===== src/rtl/rs_pulse_driver_if.sv =====
// rs_pulse_driver_if
//   Button and latch-drive bundle for rs_pulse_driver.
//   set_btn, clr_btn : raw active-high push buttons (master -> slave)
//   s, r             : active-low latch set/reset pulses (slave -> master)
//   busy             : pulse or gap in progress (slave -> master)
interface rs_pulse_driver_if;
    logic set_btn;
    logic clr_btn;
    logic s;
    logic r;
    logic busy;

    modport master (output set_btn, output clr_btn, input s, input r, input busy);
    modport slave  (input set_btn, input clr_btn, output s, output r, output busy);
endinterface


===== src/rtl/rs_pulse_driver.sv =====
// rs_pulse_driver
//   Debounces two raw push buttons and turns each accepted press into a
//   fixed-width active-low pulse on s (set) or r (clear) for an RS latch.
//   s and r are never low together; clear wins when both are pending.
// Ports:
//   clk  : clock, rising edge
//   rst  : synchronous active-high reset
//   bus  : rs_pulse_driver_if.slave (set_btn, clr_btn in; s, r, busy out)
// Parameters:
//   DEBOUNCE_CYCLES : consecutive stable samples to accept a level change
//   PULSE_CYCLES    : width of each low pulse
// Build option:
//   RS_PULSE_SYNC_EN : when defined, each button passes a 2-flop
//                      synchronizer before the debouncer.
module rs_pulse_driver #(
    parameter int DEBOUNCE_CYCLES = 4,
    parameter int PULSE_CYCLES    = 2
) (
    input  logic               clk,
    input  logic               rst,
    rs_pulse_driver_if.slave   bus
);
    localparam int CW = $clog2(DEBOUNCE_CYCLES + 1);
    localparam int PW = $clog2(PULSE_CYCLES + 1);
    localparam int NB = 2;   // bit 0 = set button, bit 1 = clear button

    localparam logic [CW-1:0] CNT_LAST = CW'(DEBOUNCE_CYCLES - 1);
    localparam logic [PW-1:0] PC_LAST  = PW'(PULSE_CYCLES - 1);

    typedef enum logic [1:0] {IDLE, SET, CLR, GAP} state_t;

    logic [NB-1:0]         raw;
    logic [NB-1:0]         sb;
    logic [NB-1:0]         deb;
    logic [NB-1:0][CW-1:0] cnt;
    logic [NB-1:0]         rise;
    logic [NB-1:0]         pend;
    logic [NB-1:0]         pend_clr;

    state_t          state, state_nxt;
    logic [PW-1:0]   pc, pc_nxt;
    logic            s_q, r_q, busy_q;
    logic            s_nxt, r_nxt, busy_nxt;

    assign raw = {bus.clr_btn, bus.set_btn};

`ifdef RS_PULSE_SYNC_EN
    logic [NB-1:0] sync1, sync2;

    always_ff @(posedge clk) begin
        if (rst) begin
            sync1 <= '0;
            sync2 <= '0;
        end else begin
            sync1 <= raw;
            sync2 <= sync1;
        end
    end

    assign sb = sync2;
`else
    assign sb = raw;
`endif

    // Debouncer: a level change is accepted only after DEBOUNCE_CYCLES
    // consecutive mismatching samples; any matching sample restarts the run.
    always_ff @(posedge clk) begin
        if (rst) begin
            deb <= '0;
            cnt <= '0;
        end else begin
            for (int i = 0; i < NB; i++) begin
                if (sb[i] == deb[i]) begin
                    cnt[i] <= '0;
                end else if (cnt[i] == CNT_LAST) begin
                    deb[i] <= sb[i];
                    cnt[i] <= '0;
                end else begin
                    cnt[i] <= cnt[i] + CW'(1);
                end
            end
        end
    end

    // Press = the edge on which deb is about to go 0 -> 1.
    always_comb begin
        rise = '0;
        for (int i = 0; i < NB; i++)
            rise[i] = sb[i] & ~deb[i] & (cnt[i] == CNT_LAST);
    end

    // One-deep pending flags; a new press on the same edge as the FSM
    // consuming the old one is kept.
    always_ff @(posedge clk) begin
        if (rst) pend <= '0;
        else     pend <= (pend & ~pend_clr) | rise;
    end

    always_ff @(posedge clk) begin
        if (rst) begin
            state  <= IDLE;
            pc     <= '0;
            s_q    <= 1'b1;
            r_q    <= 1'b1;
            busy_q <= 1'b0;
        end else begin
            state  <= state_nxt;
            pc     <= pc_nxt;
            s_q    <= s_nxt;
            r_q    <= r_nxt;
            busy_q <= busy_nxt;
        end
    end

    always_comb begin
        state_nxt = state;
        pc_nxt    = pc;
        s_nxt     = s_q;
        r_nxt     = r_q;
        pend_clr  = '0;
        case (state)
            IDLE: begin
                // Only one output is ever dropped here, so s/r never overlap.
                if (pend[1]) begin
                    state_nxt   = CLR;
                    pend_clr[1] = 1'b1;
                    r_nxt       = 1'b0;
                    pc_nxt      = '0;
                end else if (pend[0]) begin
                    state_nxt   = SET;
                    pend_clr[0] = 1'b1;
                    s_nxt       = 1'b0;
                    pc_nxt      = '0;
                end
            end
            SET, CLR: begin
                if (pc == PC_LAST) begin
                    state_nxt = GAP;
                    s_nxt     = 1'b1;
                    r_nxt     = 1'b1;
                end else begin
                    pc_nxt = pc + PW'(1);
                end
            end
            GAP: begin
                state_nxt = IDLE;
                s_nxt     = 1'b1;
                r_nxt     = 1'b1;
            end
            default: begin
                state_nxt = IDLE;
                s_nxt     = 1'b1;
                r_nxt     = 1'b1;
            end
        endcase
        busy_nxt = (state_nxt != IDLE);
    end

    assign bus.s    = s_q;
    assign bus.r    = r_q;
    assign bus.busy = busy_q;
endmodule


===== src/flat_wrapper.sv =====
// flat-port wrapper written by rule: the top's interface ports become plain ports
module rs_pulse_driver_flat 
#(
    parameter int DEBOUNCE_CYCLES = 4,
    parameter int PULSE_CYCLES    = 2
)
  (clk, rst, bus_set_btn, bus_clr_btn, bus_s, bus_r, bus_busy);
  rs_pulse_driver_if bus_i ();
  input  logic clk;
  input  logic rst;
  input wire logic [$bits(bus_i.set_btn)-1:0] bus_set_btn;
  input wire logic [$bits(bus_i.clr_btn)-1:0] bus_clr_btn;
  output wire logic [$bits(bus_i.s)-1:0] bus_s;
  output wire logic [$bits(bus_i.r)-1:0] bus_r;
  output wire logic [$bits(bus_i.busy)-1:0] bus_busy;
  assign bus_i.set_btn = bus_set_btn;
  assign bus_i.clr_btn = bus_clr_btn;
  assign bus_s = bus_i.s;
  assign bus_r = bus_i.r;
  assign bus_busy = bus_i.busy;
  rs_pulse_driver #(.DEBOUNCE_CYCLES(DEBOUNCE_CYCLES), .PULSE_CYCLES(PULSE_CYCLES)) u_core (.clk(clk), .rst(rst), .bus(bus_i));
endmodule

===== config.mk =====
export PLATFORM = sky130hd
export DESIGN_NAME = rs_pulse_driver_flat
export DESIGN_NICKNAME = d
export VERILOG_FILES = /design/src/rtl/rs_pulse_driver_if.sv /design/src/rtl/rs_pulse_driver.sv /design/src/flat_wrapper.sv
export SDC_FILE = /design/constraint.sdc
export NUM_CORES = 1
export LEC_CHECK = 0
export ABC_AREA = 0
export BUFFER_PORTS_ARGS = -buffer_cell sky130_fd_sc_hd__buf_2
export CAP_MARGIN = 10
export CORE_MARGIN = 5
export CORE_UTILIZATION = 52
export CTS_CLUSTER_DIAMETER = 120
export DETAILED_ROUTE_END_ITERATION = 7
export HOLD_SLACK_MARGIN = 0.06
export PLACE_DENSITY_LB_ADDON = 0.3
export SYNTH_ARGS = -nofsm -noshare
export SYNTH_HDL_FRONTEND = slang
export SYNTH_SLANG_ARGS = --single-unit

===== constraint.sdc =====
create_clock -name clk -period 1.66 [get_ports clk]
set_input_delay 0.083 -clock clk [delete_from_list [all_inputs] [get_ports clk]]
set_output_delay 0.083 -clock clk [all_outputs]
set_load 0.05 [all_outputs]

Word-level counts from Yosys, hierarchy flattened
Index checks and enable logic that the tools add are counted.

Bitwise logic cells: 11. $add $sub $neg: 3. Divide/modulo/power cells: 0. Eq/ne operators: 14. Mux-type cells: 18. Shifts and indexed selects: 0. Reduce and logical (&&, ||, !) cells: 11. Order comparisons: 0. $mul: 0.

Operators by type and width (count): $mux W2 (7); $mux W1 (7); $add A3 B1 Y3 const B (2); $eq A3 B2 Y1 const B (2); $ne A2 B1 Y1 const B (3); $pmux W1 S3 (2); $pmux W2 S3 (1); $reduce_and A2 Y1 (3); $reduce_and A3 Y1 (2); $reduce_or A3 Y1 (2); $and A1 B1 Y1 (4); $eq A2 B1 Y1 const B (2); $eq A2 B2 Y1 const B (2); $ne A2 B2 Y1 const B (2); $not A1 Y1 (4); $pmux W2 S2 (1); $reduce_bool A2 Y1 (2); $ne A3 B1 Y1 const B (1); $add A2 B1 Y2 const B (1); $and A2 B2 Y2 (1); $eq A1 B1 Y1 (2); $logic_not A2 Y1 (1); $not A2 Y2 (1); $or A2 B2 Y2 (1); $reduce_or A2 Y1 (1).

Word-level logic and storage cells: 67. Memory bits (writable): 0. Memories kept: 0. Bits in latches: 0. Memory bits (read-only): 0. Input bits: 4. Flip-flop bits (word level): 17.

Logic depth before layout (Yosys ltp)
Gate-level depths: netlist of the first run.

Word-level depth: 6. Gate-level depth with buffers: 5.

Least setup slack after synthesis of the first run
OpenSTA, ideal clock, no wires.

Path kind: flip-flop to flip-flop. From: register u_core.state[0]. To: register u_core.busy_q (netlist: u_core.bus.busy). Data required time: 1.537 ns. Setup time: 0.123 ns. Stages on the path, launching flop included: 6. Buffers on the path: 0. Arrival time: 1.209 ns. Path slack: 0.328 ns. Path through: dfxtp_1 inv_1 ha_1 mux2_4 o221ai_2 a21oi_2.

Word-level cells in the longest chain between the ends: 4. Elaborated cells between the ends (all ways): 10. Classes of those cells: eq/ne: 3; mux: 4; reduce/logical: 3.

RTL lines: start: declaration (RTL line rs_pulse_driver.sv:40) `state_t state, state_nxt;`; start signal: assignment (RTL line rs_pulse_driver.sv:107) `state <= state_nxt;`; $eq A2 B1 Y1, or another cell as far along (RTL line rs_pulse_driver.sv:121) `case (state)`; $reduce_or A2 Y1 or $mux W2 (tied branches) (RTL line rs_pulse_driver.sv:121, rs_pulse_driver.sv:124); $pmux W2 S3 * (RTL line rs_pulse_driver.sv:121); $reduce_bool A2 Y1 * (RTL line rs_pulse_driver.sv:156) `busy_nxt = (state_nxt != IDLE);`; end signal: assignment (RTL line rs_pulse_driver.sv:111) `busy_q <= busy_nxt;`; end: declaration (RTL line rs_pulse_driver.sv:42) `logic s_q, r_q, busy_q;`.

Every way passes the cells marked *; elsewhere a longest branch is shown, timed or not. A chain may end at the register's enable or synchronous reset.

Worst setup path after layout of the first run
From: register u_core.state[1]. To: register u_core.r_q (netlist: u_core.bus.r).

Word-level cells in the longest chain between the ends: 4. Elaborated cells between the ends (all ways): 9. Classes of those cells: eq/ne: 5; mux: 1; reduce/logical: 3.

RTL lines: $eq A2 B1 Y1 or $eq A2 B2 Y1 (tied branches) (RTL line rs_pulse_driver.sv:121); $reduce_or A2 Y1 (RTL line rs_pulse_driver.sv:121); $ne A2 B1 Y1 (no line); $reduce_and A2 Y1 (no line); end signal: assignment (RTL line rs_pulse_driver.sv:110) `r_q <= r_nxt;`; end: declaration (RTL line rs_pulse_driver.sv:42).

Parallel ways exist; a longest one is shown, timed or not.

==> qor.txt, run 1 <==
TritonCTS clock tree = built
Seq cells post-synth = 17
Clk pin slew, worst setup/hold paths = 90 ps
Int Power = 0.570 mW
ys flop type = dfxtp_1
Slew HR = 79.9%
initial antenna violation count = 0
Synth cell types = 26
Clk Latency, worst-skew pair = 290 ps
Worst Path Required = 1840 ps
Worst Setup End Kind = flip-flop
post-detailed-route count of antenna-violating nets = 0
initial DRC count = 3
Worst Setup Start Kind = flip-flop
Critical R2R Launch = u_core.state[1]
CP Class = reg -> reg
htree depth = 1
final core occ = 60.0%
vias = 597
I/O pins = 7
largest stage delay on the critical path = 410 ps
CP Cell Sequence = inv_1 > ha_1 > nand2b_1 > a21o_1 > a21o_1
core region area = 0.00147 sq mm
clk sinks = 17
number of global-route vias before repair = 521
Clock Path Buffers = 2
DR DRC count = 0
Crit path arrival time = 1630 ps
final wirelength = 1230 microns
hold path depth = 2
global-route wire length before repair = 2100 microns
Mapped Cells = 80
total congestion overflow = 0
Combinational Power Share = 17.3%
most common cell after layout, fill and taps aside = dfxtp_1
root buf cell = clkbuf_4
Overall Global Routing Usage = 11.0%
highest clock rate = 690 MHz
hold path endpoint = u_core.state[0]
Initial Utilization = 54.1%
top cell type's share of synthesized area = 42.8%
Detailed Routing Iterations Pass 1 = 4
CP Max Fanout = 7
Post-synth EDFFs = 0
die area = 0.00241 sq mm
Hold Startpoint = rst
asr flop ratio synth = 0%
row count = 14
RSZ-0062 raised after global routing = no
P_sw = 0.212 mW
Final setup viols = 0
CP top delay family = adder cells
chip width = 49.1 microns
reg2reg end = u_core.bus.r
layout cells sized above 1 = 13.3%
max-cap violation count = 0
Avg WL per Cell = 11.6 microns
Worst-Margin Slew = 301 ps
Mapped Nets = 94
Vias/cell = 5.63
nets@finish = 105
TritonCTS buffer count = 3
detailed placer's ending HPWL = 862 microns
Slowest-stage cell, CP = ha_1
port bufs = 6
Fin. Hold Viols = 0
TNS Setup = 0 ps
synthesized area per cell = 9.95 sq um
Clk pwr share = 27.4%
cell leakage power = 0.364 nW
R2R depth = 5
power density cells = 885 mW/mm^2
fin crit share = 87.3%
cell taking the most area after synthesis = dfxtp_1
area added between synthesis and finish = 11.0%
Final GP Congestion = 0.784
Max rail drop VDD = 0.505 mV
Seq/Total Area, Yosys = 42.8%
most frequent CP cell = a21o_1
post-CTS resize count = 0
share of power burned in registers = 55.3%
sum of buffers and inverters on the critical path = 1
Setup Skew = 7.69 ps
largest net degree at the start of global routing = 17
Chip Height = 49.1 microns
status = completed
cell area after synthesis = 796 sq um
Sw Share = 27.1%
Tightest Hold Check Type = in -> reg
Yosys warnings = 0
FF-to-FF setup slack = 210 ps
# hold bufs at CTS = 2
synth top area cells = dfxtp_1, ha_1, a21o_1
min cycle time layout = 1450 ps
commonest cells after routing, fill and taps aside = dfxtp_1, ha_1, inv_1, buf_2, nor2_1
ant diodes = 0
postcts setup bufs = 0
max-slew violations = 0
flip-flops by register name, summed over array words and instances, names as in the netlist:
name	cells
u_core.deb	2
u_core.pc	2
u_core.bus.s	1
u_core.bus.r	1
u_core.bus.busy	1
u_core.state	2
u_core.cnt	6
u_core.pend	2
logic make-up after synthesis:
kind of cell | after synthesis | share of synthesized area, %
and+or+nand+nor | 24 | 18.4
AOI/OAI and AO/OA | 16 | 13.8
DFF | 17 | 42.8
adders and majority gates | 10 | 15.7
muxes | 3 | 4.40
buffers and inverters | 10 | 4.87
cells in the mapped netlist, types with 2 or more instances:
cell type / number
a21o_1: 4
nand2_1: 3
nor2b_1: 3
nor2_1: 5
o21ai_0: 3
dfxtp_1: 17
nor4_1: 4
nor4b_1: 2
ha_1: 10
inv_1: 8
a21oi_1: 4
nand4b_1: 2
mux2i_1: 2
worst max path at each step:
stage                               start               to  slack (ps)  cells past startpoint
after detailed placement  u_core.state[1]     u_core.bus.r         230                      5
after global routing      u_core.state[0]     u_core.bus.s         130                      5
after global placement    u_core.state[0]  u_core.bus.busy         250                      5
after CTS                 u_core.state[1]     u_core.bus.r         210                      5
after floorplan           u_core.state[0]  u_core.bus.busy         330                      5
final                     u_core.state[1]     u_core.bus.r         210                      5
power groups by stage:
stage / sequential, mW / clock [mW] / combinational (mW)
after floorplan: 0.459 / 0 / 0.0891
after global placement: 0.441 / 0 / 0.131
after detailed placement: 0.443 / 0 / 0.131
after CTS: 0.433 / 0.225 / 0.136
after global routing: 0.435 / 0.254 / 0.151
final: 0.433 / 0.214 / 0.136
final cells by class:
class | instances | area (sq um)
flip-flops and latches | 17 | 340
repair buffers | 8 | 50.0
well taps | 16 | 20.0
clock buffers | 4 | 26.3
inverters | 8 | 30.0
multi-input cells | 53 | 417
fillers | 134 | 588
stage by stage:
stage / worst slack (ps) / area, sq um / cells / hold WS (ps) / total power, mW
2_1_floorplan: 328 / 796 / 80 / 230 / 0.548
3_3_place_gp: 254 / 837 / 100 / 338 / 0.572
3_5_place_dp: 229 / 837 / 100 / 354 / 0.574
4_1_cts: 207 / 883 / 106 / 140 / 0.795
5_1_grt: 135 / 883 / 106 / 146 / 0.839
6_report: 212 / 883 / 106 / 144 / 0.782
metal layers:
layer / routed length, microns / global-route usage [%] / up-vias
li1: - / - / 304
met1: 576 / 13.0 / 280
met2: 576 / 17.0 / 9
met3: 48 / 3.67 / 4
met4: 26 / 6.73 / 0
met5: 0 / 0 / -
Power figures use the tool's default switching activity.
==> run 2, diff against run 1 <==
--- a/config.mk
+++ b/config.mk
@@ -12,8 +12,9 @@
 export CORE_UTILIZATION = 52
 export CTS_CLUSTER_DIAMETER = 120
 export DETAILED_ROUTE_END_ITERATION = 7
+export GPL_TIMING_DRIVEN = 0
 export HOLD_SLACK_MARGIN = 0.06
-export PLACE_DENSITY_LB_ADDON = 0.3
+export PLACE_DENSITY = 0.78
 export SYNTH_ARGS = -nofsm -noshare
 export SYNTH_HDL_FRONTEND = slang
 export SYNTH_SLANG_ARGS = --single-unit
==> run 2 against run 1 <==
Critical path depth is the same. Cell area increased by 0.57%. Die area unchanged. Via count fell by 1.3%. Combinational power about the same. Clock-buffer cell count shrank 1.
==> qor.txt, run 2 (same netlist as run 1, synthesis figures left out) <==
Critical R2R Launch = u_core.state[1] (unchanged)
Max rail drop VDD = 0.477 mV (was 0.505 mV)
max-slew violations = 0 (unchanged)
TritonCTS clock tree = built (unchanged)
global-route wire length before repair = 2190 microns (was 2100 microns)
initial DRC count = 7 (was 3)
die area = 0.00241 sq mm (unchanged)
Tightest Hold Check Type = in -> reg (unchanged)
FF-to-FF setup slack = 210 ps (about the same)
Detailed Routing Iterations Pass 1 = 6 (was 4)
Chip Height = 49.1 microns (unchanged)
DP Area = 841 sq um (was 837 sq um)
Avg WL per Cell = 11.6 microns (about the same)
Final setup viols = 0 (unchanged)
Worst-Margin Slew = 299 ps (was 301 ps)
Setup Skew = 4.77 ps (was 7.69 ps)
highest clock rate = 690 MHz (about the same)
layout cells sized above 1 = 14.3% (was 13.3%)
Worst Setup Start Kind = flip-flop (unchanged)
most common cell after layout, fill and taps aside = dfxtp_1 (unchanged)
R2R depth = 5 (unchanged)
root buf cell = clkbuf_4 (unchanged)
Fin. Hold Viols = 0 (unchanged)
min cycle time layout = 1450 ps (about the same)
area added between synthesis and finish = 11.6% (was 11.0%)
core region area = 0.00147 sq mm (unchanged)
clk sinks = 17 (unchanged)
final wirelength = 1240 microns (was 1230 microns)
post-detailed-route count of antenna-violating nets = 0 (unchanged)
RSZ-0062 raised after global routing = no (unchanged)
CP Max Fanout = 7 (unchanged)
power density cells = 887 mW/mm^2 (was 885 mW/mm^2)
initial antenna violation count = 0 (unchanged)
port bufs = 5 (was 6)
post-route cell area = 888 sq um (was 883 sq um)
TNS Setup = 0 ps (unchanged)
chip width = 49.1 microns (unchanged)
status = completed (unchanged)
ant diodes = 0 (unchanged)
Worst Setup End Kind = flip-flop (unchanged)
CP Class = reg -> reg (unchanged)
number of global-route vias before repair = 559 (was 521)
I/O pins = 7 (unchanged)
max-cap violation count = 0 (unchanged)
cell leakage power = 0.368 nW (was 0.364 nW)
Worst Path Required = 1860 ps (was 1840 ps)
Slew HR = 80.1% (was 79.9%)
Crit path arrival time = 1650 ps (was 1630 ps)
fin crit share = 87.3% (about the same)
postcts setup bufs = 0 (unchanged)
Final GP Congestion = 0.766 (was 0.784)
Overall Global Routing Usage = 11.5% (was 11.0%)
Initial Utilization = 54.1% (unchanged)
reg2reg end = u_core.bus.s (was u_core.bus.r)
TritonCTS buffer count = 3 (unchanged)
Clk Latency, worst-skew pair = 290 ps (about the same)
Setup crit end = u_core.bus.s (was u_core.bus.r)
largest net degree at the start of global routing = 11 (was 17)
DR DRC count = 0 (unchanged)
total congestion overflow = 0 (unchanged)
Vias/cell = 5.50 (was 5.63)
Largest Register = u_core.cnt (unchanged)
post-CTS resize count = 0 (unchanged)
nets@finish = 106 (was 105)
max reg flops = 6 (unchanged)
commonest cells after routing, fill and taps aside = dfxtp_1, ha_1, inv_1, buf_2, nor2_1 (unchanged)
row count = 14 (unchanged)
# hold bufs at CTS = 2 (unchanged)
Clock Path Buffers = 2 (unchanged)
Setup crit start = u_core.state[1] (unchanged)
Clk pin slew, worst setup/hold paths = 100 ps (was 90 ps)
detailed placer's ending HPWL = 940 microns (was 862 microns)
vias = 589 (was 597)
htree depth = 1 (unchanged)
[run 2: cell types whose count changed in the layout (fill, tap and decap cells not counted), sizes merged]
| cell | before | now |
|---|---|---|
| clkinv | 0 | 1 |
[run 2: worst max-delay path, cell delays in order (launching register included)]
cell and delay (ps):
dfxtp_1 390, inv_1 80, ha_1 410, nand2b_1 130
a21o_1 210, a21o_1 150
[run 2: layout make-up]
type,count,area (sq um)
tap,16,20.0
clock inverter,1,5.00
timing repair buffer,7,45.0
sequential,17,340
inverter,8,30.0
multi-input combinational,53,417
clock buffer,3,22.5
fill,141,583
buffer,2,8.76
[run 2: how the worst min path moves through the flow]
stage               slack (ps)  cells after the start            end         from
finish                     160                      2  u_core.cnt[5]          rst
global route               210                      2  u_core.cnt[2]          rst
global placement           340                      3  u_core.deb[1]  bus_clr_btn
CTS                        170                      2  u_core.cnt[5]          rst
detailed placement         360                      3  u_core.deb[1]  bus_clr_btn
floorplan                  230                      2  u_core.deb[0]  bus_set_btn
[run 2: per-stage QoR]
step / util, % / power [mW] / setup slack [ps] / std cells / hold WS, ps
after CTS: 60.4 / 0.803 / 187 / 107 / 170
after global placement: 57.1 / 0.572 / 246 / 101 / 336
after global routing: 60.4 / 0.834 / 85.6 / 107 / 213
after detailed placement: 57.1 / 0.577 / 192 / 101 / 359
after floorplan: - / 0.548 / 328 / 80 / 230
final: 60.4 / 0.788 / 210 / 107 / 157
[run 2: metal layers]
| layer | part of all wire, % | GRT usage [%] |
|---|---|---|
| met2 | 49 | 21.7 |
| met4 | 2.0 | 6.73 |
| met1 | 45 | 11.0 |
| met5 | 0 | 0 |
| met3 | 3.9 | 2.75 |
[run 2: where the power goes]
| part | switching [mW] | internal (mW) |
|---|---|---|
| logic | 0.0832 | 0.0536 |
| clock network | 0.128 | 0.0897 |
| registers | 0.00889 | 0.424 |
| total | 0.220 | 0.567 |
==> run 3, diff against run 2 <==
--- a/config.mk
+++ b/config.mk
@@ -5,7 +5,7 @@
 export SDC_FILE = /design/constraint.sdc
 export NUM_CORES = 1
 export LEC_CHECK = 0
-export ABC_AREA = 0
+export ABC_AREA = 1
 export BUFFER_PORTS_ARGS = -buffer_cell sky130_fd_sc_hd__buf_2
 export CAP_MARGIN = 10
 export CORE_MARGIN = 5
==> run 3 against run 2 <==
Via count rose by 3.2%. Cell area fell by 0.99%. Synthesized area fell by 0.31%. Die area fell by 0.26%. Sequential power fell by 3%.
==> qor.txt, run 3 <==
top cell type's share of synthesized area = 42.9% (was 42.8%)
initial DRC count = 19 (was 7)
reg2reg end = u_core.pc[0] (was u_core.bus.s)
synth cell count leaders = nand2_1, inv_1, dfxtp_1, nor2_1, ha_1 (was dfxtp_1, ha_1, inv_1, nor2_1)
most common cell after layout, fill and taps aside = nand2_1 (was dfxtp_1)
nets@finish = 129 (was 106)
Max rail drop VDD = 0.474 mV (was 0.477 mV)
Detailed Routing Iterations Pass 1 = 4 (was 6)
max reg flops = 6 (unchanged)
hold path endpoint = u_core.deb[0] (was u_core.cnt[5])
largest net degree at the start of global routing = 10 (was 11)
Vias/cell = 4.68 (was 5.50)
Seq/Total Area, Yosys = 42.9% (was 42.8%)
clk sinks = 17 (unchanged)
detailed placer's ending HPWL = 946 microns (was 940 microns)
row count = 14 (unchanged)
global-route wire length before repair = 2210 microns (was 2190 microns)
Slew HR = 83.4% (was 80.1%)
cell area after synthesis = 793 sq um (was 796 sq um)
post-route cell area = 880 sq um (was 888 sq um)
die area = 0.00241 sq mm (about the same)
largest stage delay on the critical path = 380 ps (was 410 ps)
Critical R2R Launch = u_core.state[1] (unchanged)
CP Class = reg -> reg (unchanged)
max-cap violation count = 0 (unchanged)
Yosys warnings = 0 (unchanged)
Mapped Cells = 103 (was 80)
Worst-Margin Slew = 250 ps (was 299 ps)
core region area = 0.00147 sq mm (unchanged)
Mapped Nets = 117 (was 94)
Clock Path Buffers = 2 (unchanged)
synthesized area per cell = 7.70 sq um (was 9.95 sq um)
Chip Height = 49.1 microns (about the same)
post-detailed-route count of antenna-violating nets = 0 (unchanged)
initial antenna violation count = 0 (unchanged)
power density cells = 769 mW/mm^2 (was 887 mW/mm^2)
Seq cells post-synth = 17 (unchanged)
Worst Setup End Kind = flip-flop (unchanged)
area added between synthesis and finish = 10.9% (was 11.6%)
Worst Path Required = 1850 ps (was 1860 ps)
highest clock rate = 726 MHz (was 690 MHz)
number of cells on the critical path = 6 (was 5)
max-slew violations = 0 (unchanged)
vias = 608 (was 589)
Overall Global Routing Usage = 12.1% (was 11.5%)
Largest Register = u_core.cnt (unchanged)
DP Area = 843 sq um (was 841 sq um)
total congestion overflow = 0 (unchanged)
TritonCTS clock tree = built (unchanged)
Tightest Hold Check Type = in -> reg (unchanged)
Int Power = 0.525 mW (was 0.567 mW)
Post-synth EDFFs = 0 (unchanged)
I/O pins = 7 (unchanged)
min cycle time layout = 1380 ps (was 1450 ps)
final wirelength = 1180 microns (was 1240 microns)
port bufs = 6 (was 5)
Clk Latency, worst-skew pair = 290 ps (about the same)
DR DRC count = 0 (unchanged)
ant diodes = 0 (unchanged)
Initial Utilization = 53.9% (was 54.1%)
Setup Skew = 7.58 ps (was 4.77 ps)
Crit path arrival time = 1570 ps (was 1650 ps)
Combinational Power Share = 6.0% (was 17.4%)
layout cells sized above 1 = 11.4% (was 14.3%)
CP Max Fanout = 4 (was 7)
Fin. Hold Viols = 0 (unchanged)
P_sw = 0.151 mW (was 0.220 mW)
CP Cell Sequence = inv_1 > ha_1 > a21oi_1 > nand2_1 > nor2_1 > nor2_2 (was inv_1 > ha_1 > nand2b_1 > a21o_1 > a21o_1)
count leader, synth = nand2_1 (was dfxtp_1)
Hold Startpoint = bus_set_btn (was rst)
commonest cells after routing, fill and taps aside = nand2_1, inv_1, dfxtp_1, nor2_1, ha_1 (was dfxtp_1, ha_1, inv_1, buf_2, nor2_1)
postcts setup bufs = 0 (unchanged)
root buf cell = clkbuf_4 (unchanged)
htree depth = 1 (unchanged)
CP top delay family = flip-flops (was adder cells)
RSZ-0062 raised after global routing = no (unchanged)
Final setup viols = 0 (unchanged)
Slowest-stage cell, CP = dfxtp_1 (was ha_1)
TritonCTS buffer count = 3 (unchanged)
synth top area cells = dfxtp_1, ha_1, nand2_1 (was dfxtp_1, ha_1, a21o_1)
cell leakage power = 0.446 nW (was 0.368 nW)
Synth cell types = 13 (was 26)
sum of buffers and inverters on the critical path = 1 (unchanged)
asr flop ratio synth = 0% (unchanged)
Clk pin slew, worst setup/hold paths = 90 ps (was 100 ps)
fin crit share = 82.9% (was 87.3%)
R2R depth = 6 (was 5)
FF-to-FF setup slack = 280 ps (was 210 ps)
Avg WL per Cell = 9.05 microns (was 11.6 microns)
Worst Setup Start Kind = flip-flop (unchanged)
chip width = 49.1 microns (about the same)
Final GP Congestion = 0.793 (was 0.766)
status = completed (unchanged)
ys flop type = dfxtp_1 (unchanged)
share of power burned in registers = 61.8% (was 54.9%)
number of global-route vias before repair = 579 (was 559)
hold path depth = 3 (was 2)
Sw Share = 22.4% (was 28.0%)
Clk pwr share = 32.2% (was 27.7%)
TNS Setup = 0 ps (unchanged)
cell taking the most area after synthesis = dfxtp_1 (unchanged)
[run 3: kinds of logic after synthesis]
| kind of cell | after synthesis | synth area share (%) |
|---|---|---|
| adders and majority gates | 10 | 15.8 |
| and+or+nand+nor | 45 | 23.5 |
| DFF | 17 | 42.9 |
| AOI/OAI and AO/OA | 11 | 8.36 |
| buffers and inverters | 20 | 9.46 |
[run 3: layout make-up]
type | instances | area (sq um)
Clock buffer | 4 | 26.3
Inverter | 20 | 75.1
Timing Repair Buffer | 7 | 40.0
Fill cell | 141 | 592
Tap cell | 16 | 20.0
Sequential cell | 17 | 340
Multi-Input combinational cell | 66 | 378
[run 3: worst max path at each step]
stage                     slack (ps)       startpoint      endpoint
after floorplan                  400  u_core.state[0]  u_core.pc[0]
after CTS                        270  u_core.state[1]  u_core.pc[0]
final                            280  u_core.state[1]  u_core.pc[0]
after global placement           330  u_core.state[0]  u_core.pc[0]
after global routing             100  u_core.state[0]  u_core.pc[0]
after detailed placement         290  u_core.state[1]  u_core.pc[0]
[run 3: power by group through the flow]
| stage | Combinational [mW] | Clock (mW) | Sequential (mW) |
|---|---|---|---|
| final | 0.0405 | 0.218 | 0.418 |
| after global routing | 0.0491 | 0.246 | 0.419 |
| after CTS | 0.0409 | 0.230 | 0.418 |
| after detailed placement | 0.0388 | 0 | 0.428 |
| after global placement | 0.0375 | 0 | 0.427 |
| after floorplan | 0.0252 | 0 | 0.429 |
[run 3: through the flow]
step           setup slack [ps]  total power, mW  utilization (%)  instances  hold slack [ps]
2_1_floorplan               402            0.454                -        103              152
3_3_place_gp                330            0.465             57.3        125              335
3_5_place_dp                286            0.467             57.3        125              333
4_1_cts                     268            0.689             59.8        130             65.9
5_1_grt                    95.2            0.715             59.8        130             65.5
6_report                    284            0.676             59.8        130             74.1
[run 3: tightest hold or removal path: stages]
cell and delay, ps:
buf_2 110, nand3_1 70, a21oi_1 60
[run 3: per-layer routing]
| layer | GRT usage, % | vias to the layer above | wire length (microns) | share of wire (%) |
|---|---|---|---|---|
| li1 | - | 338 | - | - |
| met2 | 18.0 | 8 | 515 | 44 |
| met4 | 8.07 | 0 | 36 | 3.1 |
| met1 | 13.2 | 257 | 552 | 47 |
| met3 | 6.12 | 5 | 71 | 6.0 |
| met5 | 0 | - | 0 | 0 |
[run 3: what timing repair did]
| item | 4_1_cts | 5_1_grt |
|---|---|---|
| hold buffers | 1 | 0 |
| resized for setup | 0 | 0 |
| hold endpoints to repair | 5 | 0 |
